===== src/rtl/apb_cmd_queue.sv =====
// First-word-fall-through command FIFO feeding the APB bridge request port.
// Optional registered almost_full output enabled by defining APB_CMDQ_AFULL_EN.
module apb_cmd_queue #(
    parameter int ADDR_WIDTH   = 32,
    parameter int DATA_WIDTH   = 32,
    parameter int STRB_WIDTH   = DATA_WIDTH/8,
    parameter int DEPTH        = 4,
    parameter int AFULL_THRESH = DEPTH-1
) (
    input  logic                      pclk,
    input  logic                      presetn,
    input  logic                      flush,
    input  logic                      s_valid,
    output logic                      s_ready,
    input  logic                      s_write,
    input  logic [ADDR_WIDTH-1:0]     s_addr,
    input  logic [DATA_WIDTH-1:0]     s_wdata,
    input  logic [STRB_WIDTH-1:0]     s_strb,
    output logic                      m_valid,
    input  logic                      m_ready,
    output logic                      m_write,
    output logic [ADDR_WIDTH-1:0]     m_addr,
    output logic [DATA_WIDTH-1:0]     m_wdata,
    output logic [STRB_WIDTH-1:0]     m_strb,
`ifdef APB_CMDQ_AFULL_EN
    output logic                      almost_full,
`endif
    output logic [$clog2(DEPTH):0]    count
);

    localparam int PTR_W = $clog2(DEPTH);
    localparam int CNT_W = PTR_W + 1;
    localparam logic [CNT_W-1:0] FULL_CNT = CNT_W'(DEPTH);

    logic [PTR_W-1:0]      wr_ptr;
    logic [PTR_W-1:0]      rd_ptr;
    logic [CNT_W-1:0]      count_next;
    logic                  push;
    logic                  pop;

    logic                  mem_write [DEPTH];
    logic [ADDR_WIDTH-1:0] mem_addr  [DEPTH];
    logic [DATA_WIDTH-1:0] mem_wdata [DEPTH];
    logic [STRB_WIDTH-1:0] mem_strb  [DEPTH];

    assign s_ready = presetn & (count != FULL_CNT) & ~flush;
    assign m_valid = (count != '0);
    assign push    = s_valid & s_ready;
    assign pop     = m_valid & m_ready;

    // Payload is zeroed while empty so the bridge never sees stale entries.
    assign m_write = m_valid ? mem_write[rd_ptr] : 1'b0;
    assign m_addr  = m_valid ? mem_addr[rd_ptr]  : '0;
    assign m_wdata = m_valid ? mem_wdata[rd_ptr] : '0;
    assign m_strb  = m_valid ? mem_strb[rd_ptr]  : '0;

    always_comb begin
        count_next = count;
        if (flush) begin
            count_next = '0;
        end else begin
            case ({push, pop})
                2'b10:   count_next = count + CNT_W'(1);
                2'b01:   count_next = count - CNT_W'(1);
                default: count_next = count;
            endcase
        end
    end

    always_ff @(posedge pclk or negedge presetn) begin
        if (!presetn) begin
            wr_ptr <= '0;
            rd_ptr <= '0;
            count  <= '0;
        end else if (flush) begin
            wr_ptr <= '0;
            rd_ptr <= '0;
            count  <= '0;
        end else begin
            if (push) wr_ptr <= wr_ptr + PTR_W'(1);
            if (pop)  rd_ptr <= rd_ptr + PTR_W'(1);
            count <= count_next;
        end
    end

    // Storage is data only; validity is carried entirely by count.
    always_ff @(posedge pclk) begin
        if (push) begin
            mem_write[wr_ptr] <= s_write;
            mem_addr[wr_ptr]  <= s_addr;
            mem_wdata[wr_ptr] <= s_wdata;
            mem_strb[wr_ptr]  <= s_write ? s_strb : '0;
        end
    end

`ifdef APB_CMDQ_AFULL_EN
    localparam logic [CNT_W-1:0] AFULL_CNT = CNT_W'(AFULL_THRESH);

    always_ff @(posedge pclk or negedge presetn) begin
        if (!presetn) begin
            almost_full <= 1'b0;
        end else if (flush) begin
            almost_full <= 1'b0;
        end else begin
            almost_full <= (count_next >= AFULL_CNT);
        end
    end
`endif

endmodule


===== config.mk =====
export PLATFORM = sky130hd
export DESIGN_NAME = apb_cmd_queue
export DESIGN_NICKNAME = d
export VERILOG_FILES = /design/src/rtl/apb_cmd_queue.sv
export SDC_FILE = /design/constraint.sdc
export NUM_CORES = 1
export LEC_CHECK = 0
export BUFFER_PORTS_ARGS = -buffer_cell sky130_fd_sc_hd__buf_4
export CORE_ASPECT_RATIO = 1.1
export CORE_MARGIN = 4
export CORE_UTILIZATION = 52
export DETAILED_ROUTE_END_ITERATION = 10
export GPL_ROUTABILITY_DRIVEN = 0
export GPL_TIMING_DRIVEN = 0
export PLACE_DENSITY = 0.8
export SLEW_MARGIN = 15
export SYNTH_ARGS = -nofsm -noshare
export SYNTH_HDL_FRONTEND = slang
export SYNTH_SLANG_ARGS = --single-unit

===== constraint.sdc =====
create_clock -name pclk -period 7.85 [get_ports pclk]
set_input_delay 1.57 -clock pclk [delete_from_list [all_inputs] [get_ports pclk]]
set_output_delay 1.57 -clock pclk [all_outputs]
set_load 0.02 [all_outputs]

==> results of run 1 <==
## layer usage
metal | vias to the layer above | part of all wire | global-route usage | wire, um
li1 | 2337 | - | - | -
met1 | 2713 | 0.40 | 0.2289 | 8166
met2 | 139 | 0.54 | 0.3226 | 11150
met3 | 23 | 0.042 | 0.02781 | 869
met4 | 0 | 0.018 | 0.04363 | 376
met5 | - | 0 | 0 | 0
## logic make-up (layout without fill, tap and decap cells)
kind of cell             count (synthesis)  count (layout)  share of synthesized area
flip-flops                             283             283                     0.7772
AND/OR/NAND/NOR                         95              95                    0.05320
multiplexers                            72              72                     0.1457
buffers and inverters                   28             222                    0.01126
adder cells (fa/ha/maj)                  5               5                   0.006435
AO/OA/AOI/OAI                            5               5                   0.003791
XOR/XNOR                                 3               3                   0.002413
## report_power, final
part	leakage [uW]	switching (uW)	internal [uW]	total [uW]
sequential	0.00259	20.7	1710	1730
clock	0.000376	498	654	1150
combinational	0.00155	844	711	1560
total	0.00451	1360	3070	4440
## state kept, by name, summed over array words and instances, names as in the netlist
name and flops:
mem_wdata 128, mem_addr 128, wr_ptr 2, rd_ptr 2, count 3, mem_strb 16, mem_write 4
## cell usage after synthesis (2+ instances only)
cell,number
nor2b_1,2
and2_1,77
nor2_1,5
xor2_1,3
edfxtp_1,276
ha_1,4
inv_1,3
nor3b_1,2
clkbuf_1,16
mux4_2,69
nand2_1,2
buf_2,8
dfrtp_1,7
## metrics by stage
step             util  cells  power (uW)
5_1_grt        0.6402    941        4653
4_1_cts        0.6402    941        4495
6_report       0.6402    941        4437
2_1_floorplan       -    491        2716
3_3_place_gp   0.5984    894        3319
3_5_place_dp   0.6028    898        3345
## how the worst min path moves through the flow
stage	startpoint	to	slack, ns	cells after the start
floorplan	wr_ptr[1]$_DFFE_PN0P_	wr_ptr[1]$_DFFE_PN0P_	0.56	2
global placement	wr_ptr[1]$_DFFE_PN0P_	wr_ptr[1]$_DFFE_PN0P_	0.59	2
detailed placement	wr_ptr[1]$_DFFE_PN0P_	wr_ptr[1]$_DFFE_PN0P_	0.64	2
CTS	wr_ptr[1]$_DFFE_PN0P_	wr_ptr[1]$_DFFE_PN0P_	0.63	2
global route	wr_ptr[1]$_DFFE_PN0P_	wr_ptr[1]$_DFFE_PN0P_	0.68	2
finish	wr_ptr[1]$_DFFE_PN0P_	wr_ptr[1]$_DFFE_PN0P_	0.67	2
## tightest hold or removal path: stages (launching register included)
cell and delay, ns:
dfrtp_1 0.43, o21ai_0 0.12, a21oi_1 0.08
## layout make-up
| cell class | instances | share of cell area |
|---|---|---|
| sequential | 283 | 0.6425 |
| multi-input combinational | 180 | 0.1756 |
| timing repair buffer | 151 | 0.08986 |
| clock buffer | 32 | 0.05272 |
| tap | 256 | 0.02432 |
| buffer | 25 | 0.008454 |
| clock inverter | 11 | 0.005699 |
| inverter | 3 | 0.0008549 |
## placed cells by master, fill, tap and decap left out, types with 2 or more instances in the layout
cell,instances
buf_12,4
buf_2,8
nand2_1,2
clkbuf_1,21
clkinv_2,2
xor2_1,3
inv_1,3
dfrtp_1,7
mux4_2,69
edfxtp_1,276
and2_4,4
nor2_1,5
nor3b_1,2
and2_1,73
nor2b_1,2
ha_1,4
buf_4,147
clkbuf_16,27
clkinv_1,7
==> results list, run 1 <==
- Kind of start point of the critical path: flip-flop
- At the pin with the least slew margin, the transition time is 0.6697 ns.
* Total number of placement rows: 55
- Worst R2R End: count[2]$_DFFE_PN0P_
- The detail route stage leaves a number of antenna-violating nets equal to 0.
- In this run the power density over the cells is around 340 nW/um^2.
- In the finished design, the share of the clock period the worst path needs comes to 0.5363.
- Data on the critical path arrives at its endpoint at approximately 2.6 ns.
* Internal reg-to-reg setup slack: 5.33 ns
* Die height: 159.8 um
* Detail Placement HPWL: around 13000 um
- STA classifies the critical path endpoint as an output port.
- Dividing the detail-routed via count by the number of cells gives 5.539.
- The min-delay analysis places its worst path in the category flip-flop to flip-flop.
- Clock-pin slew of the registers on the worst-case setup and hold paths: around 0.06 ns
- The number of hold violations in the final report came to 0.
* Remaining Overflow, GRT: 0
- Across the run, the number of max-cap violations was 0.
- Sum of negative setup slack: 0 ns
- WP depth: 5
* Static leakage: 0.004514 uW
- In this run the standard cell core region covers 20580 um^2.
- Reg-to-reg startpoint: count[1]$_DFFE_PN0P_
* Max Slew Vio Count: 0
- The area growth from synthesis to layout is 20.97%.
- In the global route stage, overall resource usage came out at 0.1784.
* Post-CTS setup buffer count: 0
* Final worst slack: around 3.6 ns
- Proportion of layout cells with a drive suffix above 1: 0.3898
* Effective utilization at floorplan: 0.5292
* Number of global-route vias before repair: 5770
* Number of I/O pins: 148
- Clock tree synthesis selected as its root buffer the cell clkbuf_16.
- TritonCTS built the clock tree.
- Pin count of the biggest net entering global routing: 39
* Unrepaired setup endpoints after global routing: false
* Post-synthesis sequential element count: 283
- Top FF cell, synth: edfxtp_1
- The first detailed-routing pass took 4 iterations.
- For this run, the number of Yosys warnings is 0.
* Proportion of netlist area held by the largest area contributor: 0.7611
- Number of distinct library cell variants in the gate-level netlist after synthesis: 30
* Filler Cells Inserted: around 1300
- Counting every net in the synthesized netlist gives 570.
- Worst Path Class, Setup: flip-flop to output port
* Count of routing violations after the opening detailed-route iteration: between 300 and 400
* Cell types with the largest area share after synthesis: edfxtp_1 76%, mux4_2 14%, and2_1 4.4%
- Outcome: finished clean
* Total area of multi-input combinational cells: around 2300 um^2
- Dividing the synthesized area by the synthesized cell count gives between 20 and 25 um^2.
* Floorplan die width: 146.0 um
* Final critical delay including setup and external delays: 4.210 ns
- At the placement stage, the worst setup path has a slack of 3.914 ns.
- Counting flops with an async set or reset pin after synthesis yields a share of 0.02473.
* Finish-stage setup viols: 0
* Placed Instance Area: 12400 um^2
- The clock passes through at most 3 buffers.
- On the worst path, the slowest cell contributes a delay of about 0.58 ns.
- CP Capture Point: m_wdata[11]
* Post-synthesis instance area: 10890 um^2
- At the end of the flow, the number of nets in the layout was 750.
- After routing the design area is roughly 13000 um^2.
* First-pass GRT wire length: about 33000 um
- Area taken by flip-flops and latches: 8463 um^2
- 0 antenna diodes ended up in the layout.
- For this design, the slowest cell found on the critical path is mux4_2.
- Counting the buffers created by CTS gives 27.
* Post-detailed-route wirelength per cell: 21.85 um
- Yosys mapped a number of flops with a built-in enable equal to 276.
- Setup crit start: rd_ptr[0]$_DFFE_PN0P_
* Critical Path RT: 6.28 ns
- Derived from the worst setup path, the maximum achievable clock frequency is 237.6 MHz.
- The share of the Yosys chip area taken by registers is 0.7772.
- Largest delay contributor family on the critical path: buffers and inverters
- For the final database, setup skew stands at 0.007013 ns.
- Worst hold slack across all endpoints: 0.6652 ns
- Number of antenna violations at the first check in global routing: 0
* Cells resized by post-CTS repair: 0
- The critical path goes through clkbuf_1, buf_2, mux4_2, and2_1, buf_4.
* Worst slew margin relative to its limit: 0.5535
- Along the worst path, the maximum fanout reaches 10.
- Number of vias after detailed routing: 5212
* H-tree lvl count: 1
- Total Die Area: 23320 um^2
* Worst IR Drop VDD: 0.2096 mV
- Post-synth top area cell: edfxtp_1
* Number of instances in the synthesized netlist: 491
- Measured in cells, the most critical reg-to-reg path has a length of 8.
- The later pin in the worst-skew pair is clocked with a latency of around 0.52 ns.
- Buffers placed on the I/O ports in this run total ~150.
- Buffers & Inverters on Critical Path: 3
- DRC violation count after routing: 0
* # clock sinks: 283
- For this design, the CTS-stage hold fixing added 0 buffers.
* Total routed wirelength: 20560 um
(Power assumes the default switching activity.)
==> run 2: changes to the inputs <==
--- a/config.mk
+++ b/config.mk
@@ -5,6 +5,7 @@
 export SDC_FILE = /design/constraint.sdc
 export NUM_CORES = 1
 export LEC_CHECK = 0
+export ABC_AREA = 1
 export BUFFER_PORTS_ARGS = -buffer_cell sky130_fd_sc_hd__buf_4
 export CORE_ASPECT_RATIO = 1.1
 export CORE_MARGIN = 4
@@ -12,7 +13,7 @@
 export DETAILED_ROUTE_END_ITERATION = 10
 export GPL_ROUTABILITY_DRIVEN = 0
 export GPL_TIMING_DRIVEN = 0
-export PLACE_DENSITY = 0.8
+export PLACE_DENSITY = 0.83
 export SLEW_MARGIN = 15
 export SYNTH_ARGS = -nofsm -noshare
 export SYNTH_HDL_FRONTEND = slang
==> constraint.sdc (replaced) <==
create_clock -name pclk -period 3.8 [get_ports pclk]
set_input_delay 0.76 -clock pclk [delete_from_list [all_inputs] [get_ports pclk]]
set_output_delay 0.76 -clock pclk [all_outputs]
set_load 0.02 [all_outputs]
==> run 2 against run 1 <==
Non-clock buffer count up 36. Synthesized area is 3.6% higher. Critical endpoint is now m_addr[6]. Sequential power up 110%.
==> results list, run 2 <==
* Outcome: finished clean
- The slew of the pin with the lowest slew margin is 0.7116 ns (+0.04183 ns).
* DRC violation count after routing: 0 (unchanged)
- The number of vias per cell after detailed routing was 5.358 (-3.3%).
- The number of DRC violations after detailed-routing iteration 0 is 605 (+75%).
- Max Slew Vio Count: 0 (unchanged)
- Number of synthesized flops with an enable pin: 276 (unchanged)
- The number of I/O port buffers was 147 (unchanged).
- Total area of multi-input combinational cells: 2424 um^2 (+4.8%)
- Worst slew margin relative to its limit: 0.5245 (-0.02901)
- Most used cells in the layout excluding fill and tap cells: 279 x nor2_1, 276 x edfxtp_1, 152 x buf_4, 88 x o21ai_1, 70 x a21oi_1
- The endpoint required time on the critical path came to 3.04 ns (-3.24 ns).
* Unrepaired setup endpoints after global routing: false
- The critical path is of the flip-flop to output port type.
- The die area came to 24110 um^2 (+3.4%).
* Core region area: 21300 um^2 (+3.5%)
- Cells resized by post-CTS repair: 0 (unchanged)
- The vias after detailed routing was 7432 (+43%).
* Number of search-and-repair iterations in the first detailed-routing pass: 5 (+1)
* Maximum capacitance violations: 0 (unchanged)
* Proportion of layout cells with a drive suffix above 1: 0.2334 (-0.1564)
* Yosys warning total: 0 (unchanged)
* Post-CTS setup buffer count: 0 (unchanged)
- The net count after synthesis is 969 (+70%).
* Uppermost metal layer occupied by signal nets: met4
* Overall power: 9258 uW (+110%)
- The first-pass GRT wire length was 39070 um (+20%).
* Post-synth top cells: 283 x nor2_1, 276 x edfxtp_1, 88 x o21ai_1, 70 x a21oi_1, 51 x o21ai_0
- Worst-case clock skew: 0.01048 ns (+0.003471 ns)
- The synthesized cell area was 11280 um^2 (+3.6%).
- The average cell area after synthesis came to 12.67 um^2 (-43%).
- The buffer levels on the longest clock path came to 3 (unchanged).
- The minimum setup slack in the final design came to 0.6596 ns (-2.981 ns).
* Static leakage: 0.005119 uW (+13%)
- In this run the worst hold path is classified as input port to async pin.
- The number of fill cells in the layout was 1504 (+12%).
- The compound-gate portion of the synthesized area was 0.09451 (+0.09072).
* Post-synthesis sequential element count: 283 (unchanged)
- TritonCTS clock tree: built
- Count of final hold-check violations: 0 (unchanged)
- Wl on met1: 10030 um (+23%)
* Number of distinct library cell variants in the gate-level netlist after synthesis: 26 (-13%)
- Layout overhead on the synthesized area: 23.90%
- Xor and xnor area share after synthesis: 0 (-0.002413)
- Routed length on met2: 13400 um (+20%)
- Share of synthesized cell area in and, or, nand and nor gates: 0.1115 (+0.05828)
* Sum of negative setup slack: 0 ns (unchanged)
- The worst setup timing slack at the placement stage is 0.9262 ns (-2.988 ns).
- Kind of start point of the critical path: flip-flop
- The area of placed instances was 13080 um^2 (+5.5%).
* CTS Buf Count: 26 (-3.7%)
* Post-detailed-route wirelength per cell: 18.53 um (-15%)
* Post-synth top area cell: edfxtp_1
* Effective utilization at floorplan: 0.5295 (about the same)
* Number of instances in the synthesized netlist: 890 (+81%)
- Portion of the clock cycle consumed by the worst path in the final layout: 0.8264
- The clock latency reported for the late side of the worst-skew pair came to 0.52 ns (about the same).
- Achievable Freq: 318.4 MHz
* Proportion of netlist area held by the largest area contributor: 0.7348 (-0.02634)
* Number of I/O pins: 148 (unchanged)
- Placed insts: 1339 (+49%)
- The met3 layer wire length in the routed design came to 1865 um (+110%).
- The final instance count without filler cells came to 1387 (+47%).
* Clock root buffer: clkbuf_16
- By area, the combinational part of the netlist is dominated by simple AND/OR/NAND/NOR gates.
- Number of nets at the end of the flow: 1156 (+54%)
* WP data arrival: 2.38 ns (-0.26 ns)
* Leading registers by flop count: mem_addr x128, mem_wdata x128, mem_strb x16
- Total number of placement rows: 56 (+1.8%)
- The die extent in y is 162.5 um (+1.7%).
* Post-synthesis adder-cell area fraction: 0.006212 (-0.0002227)
- The number of diodes added for antenna fixing came to 0 (unchanged).
* Finish-stage setup viols: 0 (unchanged)
- The horizontal die dimension was 148.4 um (+1.7%).
- The number of sinks handled by clock tree synthesis is 283 (unchanged).
- Worst IR Drop VDD: 0.4126 mV (+97%)
* Top FF cell, synth: edfxtp_1
- Leaving out fill and tap cells, the most frequent cell in the layout is nor2_1.
- Remaining number of nets flagged by the antenna check after routing: 0 (unchanged)
- Ys async rst share: 0.02473 (unchanged)
* Multiplexer fraction of the synthesized cell area: 0 (-0.1457)
* Cell types with the largest area share after synthesis: edfxtp_1 73%, nor2_1 9.4%, o21ai_1 3.9%
- The global route total overflow was 0 (unchanged).
- The post-CTS clock slew at the launch and capture registers of the worst setup and hold paths is 0.07 ns (about the same).
* Top-count cell post-synth: nor2_1
- The number of global-route vias before repair was 7297 (+26%).
- The count of H-tree levels built during CTS came to 1 (unchanged).
* Overall global routing resource usage: 0.2078 (+0.02938)
- Post-Layout Inst Area: 13980 um^2 (+6.1%)
- Final critical delay including setup and external delays: 3.140 ns
- The total area of sequential cells came to 8463 um^2 (unchanged).
- Highest net fanout along the worst path: 10 (unchanged)
- Detail Placement HPWL: 16440 um (+25%)
* Post-synthesis sequential area ratio: 0.7503 (-0.02690)
- The power density over cell area is 662.4 nW/um^2 (+97%).
- Quantity of hold-fixing buffers added after cts: 0 (unchanged)
- Number of antenna violations at the first check in global routing: 0 (unchanged)
- The pin count of the biggest net entering global routing was 26 (-33%).
* Critical path capture point type: output port
- The wire length reported by the detailed router was 25700 um (+25%).
run 2: cells by family (layout without fill, tap and decap cells):
group                    after synthesis  after routing
AO/OA/AOI/OAI                        211            211
adder cells (fa/ha/maj)                5              5
buffers and inverters                 72            279
flip-flops                           283            283
AND/OR/NAND/NOR                      319            319
run 2: stage by stage:
step                  util  hold WS [ns]
CTS                 0.6561       0.03226
global route        0.6561       0.03437
global placement    0.5984        0.5400
floorplan                -        0.4644
finish              0.6561       0.04574
detailed placement  0.6143        0.5525
run 2: layout make-up:
type,count,area share
flip-flops and latches,283,0.6056
well taps,290,0.02596
plain buffers,53,0.02516
inverters,19,0.005103
clock inverters,16,0.01128
clock buffers,32,0.05255
repair buffers,159,0.1010
multi-input cells,535,0.1734
run 2: worst paths after layout:
path	startpoint	end	slack, ns	cells after the start
worst min register to register	wr_ptr[1]$_DFFE_PN0P_	wr_ptr[1]$_DFFE_PN0P_	0.57	2
worst max register to register	count[1]$_DFFE_PN0P_	mem_addr[1][9]$_DFFE_PP_	1.52	6
worst max-delay path	rd_ptr[1]$_DFFE_PN0P_	m_addr[6]	0.66	7
min in group pclk	flush	rd_ptr[1]$_DFFE_PN0P_	0.42	2
worst min-delay path	presetn	count[1]$_DFFE_PN0P_	0.05	1
max in group asynchronous	presetn	wr_ptr[1]$_DFFE_PN0P_	3.61	1
run 2: metal layers:
metal  vias up  global-route usage
met5         -                   0
met4         0             0.05334
met3        31             0.02839
met2       323              0.3659
met1      3557              0.2746
li1       3521                   -
run 2: worst max-delay path, cell delays in order (launching register included):
cell and delay [ns]:
dfrtp_1 0.38, buf_2 0.21, inv_2 0.18, clkbuf_1 0.53, nor2_1 0.11, o21ai_0 0.12
a21oi_1 0.13, buf_4 0.19
run 2: power breakdown:
part / internal (uW) / total (uW) / switching, uW
combinational: 1110 / 3050 / 1950
clock: 1570 / 2650 / 1080
sequential: 3510 / 3550 / 41.5
==> run 3: changes to the inputs <==
--- a/config.mk
+++ b/config.mk
@@ -5,7 +5,7 @@
 export SDC_FILE = /design/constraint.sdc
 export NUM_CORES = 1
 export LEC_CHECK = 0
-export ABC_AREA = 1
+export ABC_AREA = 0
 export BUFFER_PORTS_ARGS = -buffer_cell sky130_fd_sc_hd__buf_4
 export CORE_ASPECT_RATIO = 1.1
 export CORE_MARGIN = 4
@@ -13,7 +13,7 @@
 export DETAILED_ROUTE_END_ITERATION = 10
 export GPL_ROUTABILITY_DRIVEN = 0
 export GPL_TIMING_DRIVEN = 0
-export PLACE_DENSITY = 0.83
+export PLACE_DENSITY = 0.8
 export SLEW_MARGIN = 15
 export SYNTH_ARGS = -nofsm -noshare
 export SYNTH_HDL_FRONTEND = slang
==> constraint.sdc (replaced) <==
create_clock -name pclk -period 3.2 [get_ports pclk]
set_input_delay 0.64 -clock pclk [delete_from_list [all_inputs] [get_ports pclk]]
set_output_delay 0.64 -clock pclk [all_outputs]
set_load 0.02 [all_outputs]
==> run 3 against run 2 <==
Sequential share of layout area increased by 2.7 points. Clock-buffer cell count increased by 2. Non-clock buffer count decreased by 36. Hold slack improved by 0.26 ns. Clock skew increased by 0.0079 ns. First-iteration DRC count decreased by 49%. Design area decreased by 4.2%. Via count decreased by 29%. Power increased by 23%. Register-to-register slack got worse by 0.87 ns. Largest power group unchanged. Highest routed layer unchanged.
==> results list, run 3 (synthesis gave the netlist of run 1 again) <==
- The flow ran to the end, and the final reports show no timing, DRC or antenna violations.
- TritonCTS built the clock tree.
- Kind of start point of the critical path: flip-flop
- Core occupancy in the finished layout: 0.6505 (-0.005601)
- Hold-critical path endpoint: mem_addr[1][11]$_DFFE_PP_
- Detailed-route vias per instance: 5.532 (+3.2%)
- Detail Placement HPWL: 13520 um (-18%)
- Worst hold slack across all endpoints: 0.3032 ns (+0.2575 ns)
- The total area of sequential cells was 8463 um^2 (unchanged).
- The final max-slew violation count was 0 (unchanged).
* Die height: 159.8 um (-1.7%)
* # clock sinks: 283 (unchanged)
- Count of routing violations after the opening detailed-route iteration: 311 (-49%)
- Buffers added on ports: 147 (unchanged)
* Worst R2R End: count[2]$_DFFE_PN0P_
- The die area was 23320 um^2 (-3.3%).
* Number of vias after detailed routing: 5255 (-29%)
* Number of nets at the end of the flow: 751 (-35%)
- The remaining design rule violation count came to 0 (unchanged).
- The number of placement rows came to 55 (-1.8%).
* Worst-case clock skew: 0.01843 ns (+0.007942 ns)
- The wire length reported by the detailed router is 21200 um (-18%).
- Leaving out fill and tap cells, the most frequent cell in the layout is edfxtp_1.
- The setup fix buffers added after clock tree synthesis was 0 (unchanged).
- Floorplan die width: 146.0 um (-1.7%)
- Pwr dens: 852.4 nW/um^2 (+29%)
* Total area of multi-input combinational cells: 2313 um^2 (-4.5%)
* Beginning of the worst hold path: s_addr[11]
* Layout overhead on the synthesized area: 22.92%
* Leading registers by flop count: mem_addr x128, mem_wdata x128, mem_strb x16
- Reg-to-reg startpoint: count[0]$_DFFE_PN0P_
- The buffer levels on the longest clock path is 3 (unchanged).
- Overall global routing resource usage: 0.1818 (-0.02596)
* Worst slew margin relative to its limit: 0.6206 (+0.09612)
- Number of I/O pins: 148 (unchanged)
* Inserted Diodes: 0 (unchanged)
* Number of search-and-repair iterations in the first detailed-routing pass: 5 (unchanged)
- Clock-pin slew of the registers on the worst-case setup and hold paths: 0.06 ns (about the same)
- The final total negative setup slack is 0 ns (unchanged).
* Remaining number of nets flagged by the antenna check after routing: 0 (unchanged)
- Filler Cells Inserted: 1331 (-12%)
- Critical Path RT: 2.56 ns (-0.48 ns)
* Proportion of layout cells with a drive suffix above 1: 0.4078 (+0.1744)
- WP data arrival: 2.41 ns (+0.03 ns)
- Derived from the worst setup path, the maximum achievable clock frequency is 328.1 MHz.
- The routed length per instance came to 22.32 um (+20%).
- The total clock buffers created by CTS came to 28 (+7.7%).
- Class of the tightest hold or removal check: input port to flip-flop
- Internal reg-to-reg setup slack: 0.65 ns (-0.87 ns)
- The core area was 20580 um^2 (-3.4%).
- The number of max-cap violations came to 0 (unchanged).
- Clock root buffer: clkbuf_16
- The slew of the pin with the lowest slew margin is 0.5691 ns (-0.1425 ns).
- The number of antenna violations at the first check in global routing is 0 (unchanged).
* Worst IR Drop VDD: 0.5598 mV (+36%)
* Portion of the clock cycle consumed by the worst path in the final layout: 0.9526
* Number of global-route vias before repair: 5850 (-20%)
- Final critical delay including setup and external delays: 3.048 ns
* Latest clock arrival within the worst-skew pair: 0.53 ns (about the same)
- Setup repair after global routing left no endpoint under its margin.
* Remaining Overflow, GRT: 0 (unchanged)
- The count of H-tree levels built during CTS was 1 (unchanged).
* Highest net fanout along the worst path: 10 (unchanged)
* Worst Path Class, Setup: flip-flop to output port
* Depth of the worst register-to-register path: 8 (+2)
- STA classifies the critical path endpoint as an output port.
* Count of cells along the worst hold path: 1
- The number of hold violations in the final report was 0 (unchanged).
* Most used cells in the layout excluding fill and tap cells: 276 x edfxtp_1, 149 x buf_4, 73 x and2_1, 69 x mux4_2, 28 x clkbuf_16
- The total chip power came to 11410 uW (+23%).
- The initial core utilization came to 0.5292 (about the same).
* Finish-stage setup viols: 0 (unchanged)
- The first-pass GRT wire length was 33220 um (-15%).
* Pin count of the biggest net entering global routing: 41 (+58%)
* Static leakage: 0.004629 uW (-9.6%)
==> run 3: cell types whose count changed in the layout (fill, tap and decap cells not counted), moves of 18 or more <==
cell,previous run,this run
nor2_1,279,5
o21ai_1,88,0
and2_1,0,73
a21oi_1,70,1
mux4_2,0,69
o21ai_0,51,1
nand2_1,20,2
==> run 3: final cells by class <==
class | count | area share
multi-input cells | 180 | 0.1728
clock buffers | 34 | 0.05403
repair buffers | 152 | 0.08974
flip-flops and latches | 283 | 0.6323
plain buffers | 24 | 0.01000
well taps | 256 | 0.02393
clock inverters | 18 | 0.01636
inverters | 3 | 0.0008413
==> run 3: what timing repair did <==
action                     in CTS  in global routing
hold buffers                    1                  0
gates resized for setup         9                  5
setup endpoints to repair      69                 27
hold endpoints to repair        7                  0
==> run 3: report_power, final <==
part	leakage (uW)	total, uW	switching [uW]	internal (uW)
Clock	0.000463	3310	1300	2010
Sequential	0.00259	4260	71.7	4190
Combinational	0.00158	3840	2070	1770
==> run 3: routing by layer <==
metal / global-route usage / routed length, um / vias to the layer above
met5: 0 / 0 / -
met4: 0.05004 / 435 / 0
met3: 0.03178 / 1240 / 34
met2: 0.3216 / 11180 / 175
met1: 0.2350 / 8348 / 2691
li1: - / - / 2355
==> run 3: worst max-delay path by stage <==
stage,from,to,slack [ns]
6_report,rd_ptr[0]$_DFFE_PN0P_,m_addr[31],0.15
2_1_floorplan,flush,mem_addr[0][0]$_DFFE_PP_,0.74
3_5_place_dp,rd_ptr[0]$_DFFE_PN0P_,m_wdata[14],0.39
4_1_cts,rd_ptr[0]$_DFFE_PN0P_,m_addr[31],0.02
5_1_grt,rd_ptr[0]$_DFFE_PN0P_,m_addr[19],0.04
3_3_place_gp,flush,mem_addr[1][11]$_DFFE_PP_,-0.08
==> run 3: per-stage QoR <==
stage / setup WS (ns) / cell area [um^2] / cells
global route: 0.03749 / 13390 / 950
detailed placement: 0.3907 / 12410 / 898
floorplan: 0.7394 / 10890 / 491
finish: 0.1518 / 13390 / 950
global placement: -0.07858 / 12320 / 894
CTS: 0.01572 / 13370 / 950
==> run 3: critical path, cell delays in order (launching register included) <==
cell,delay (ns)
dfrtp_1,0.61
clkbuf_4,0.38
mux4_2,0.54
and2_1,0.19
buf_4,0.16
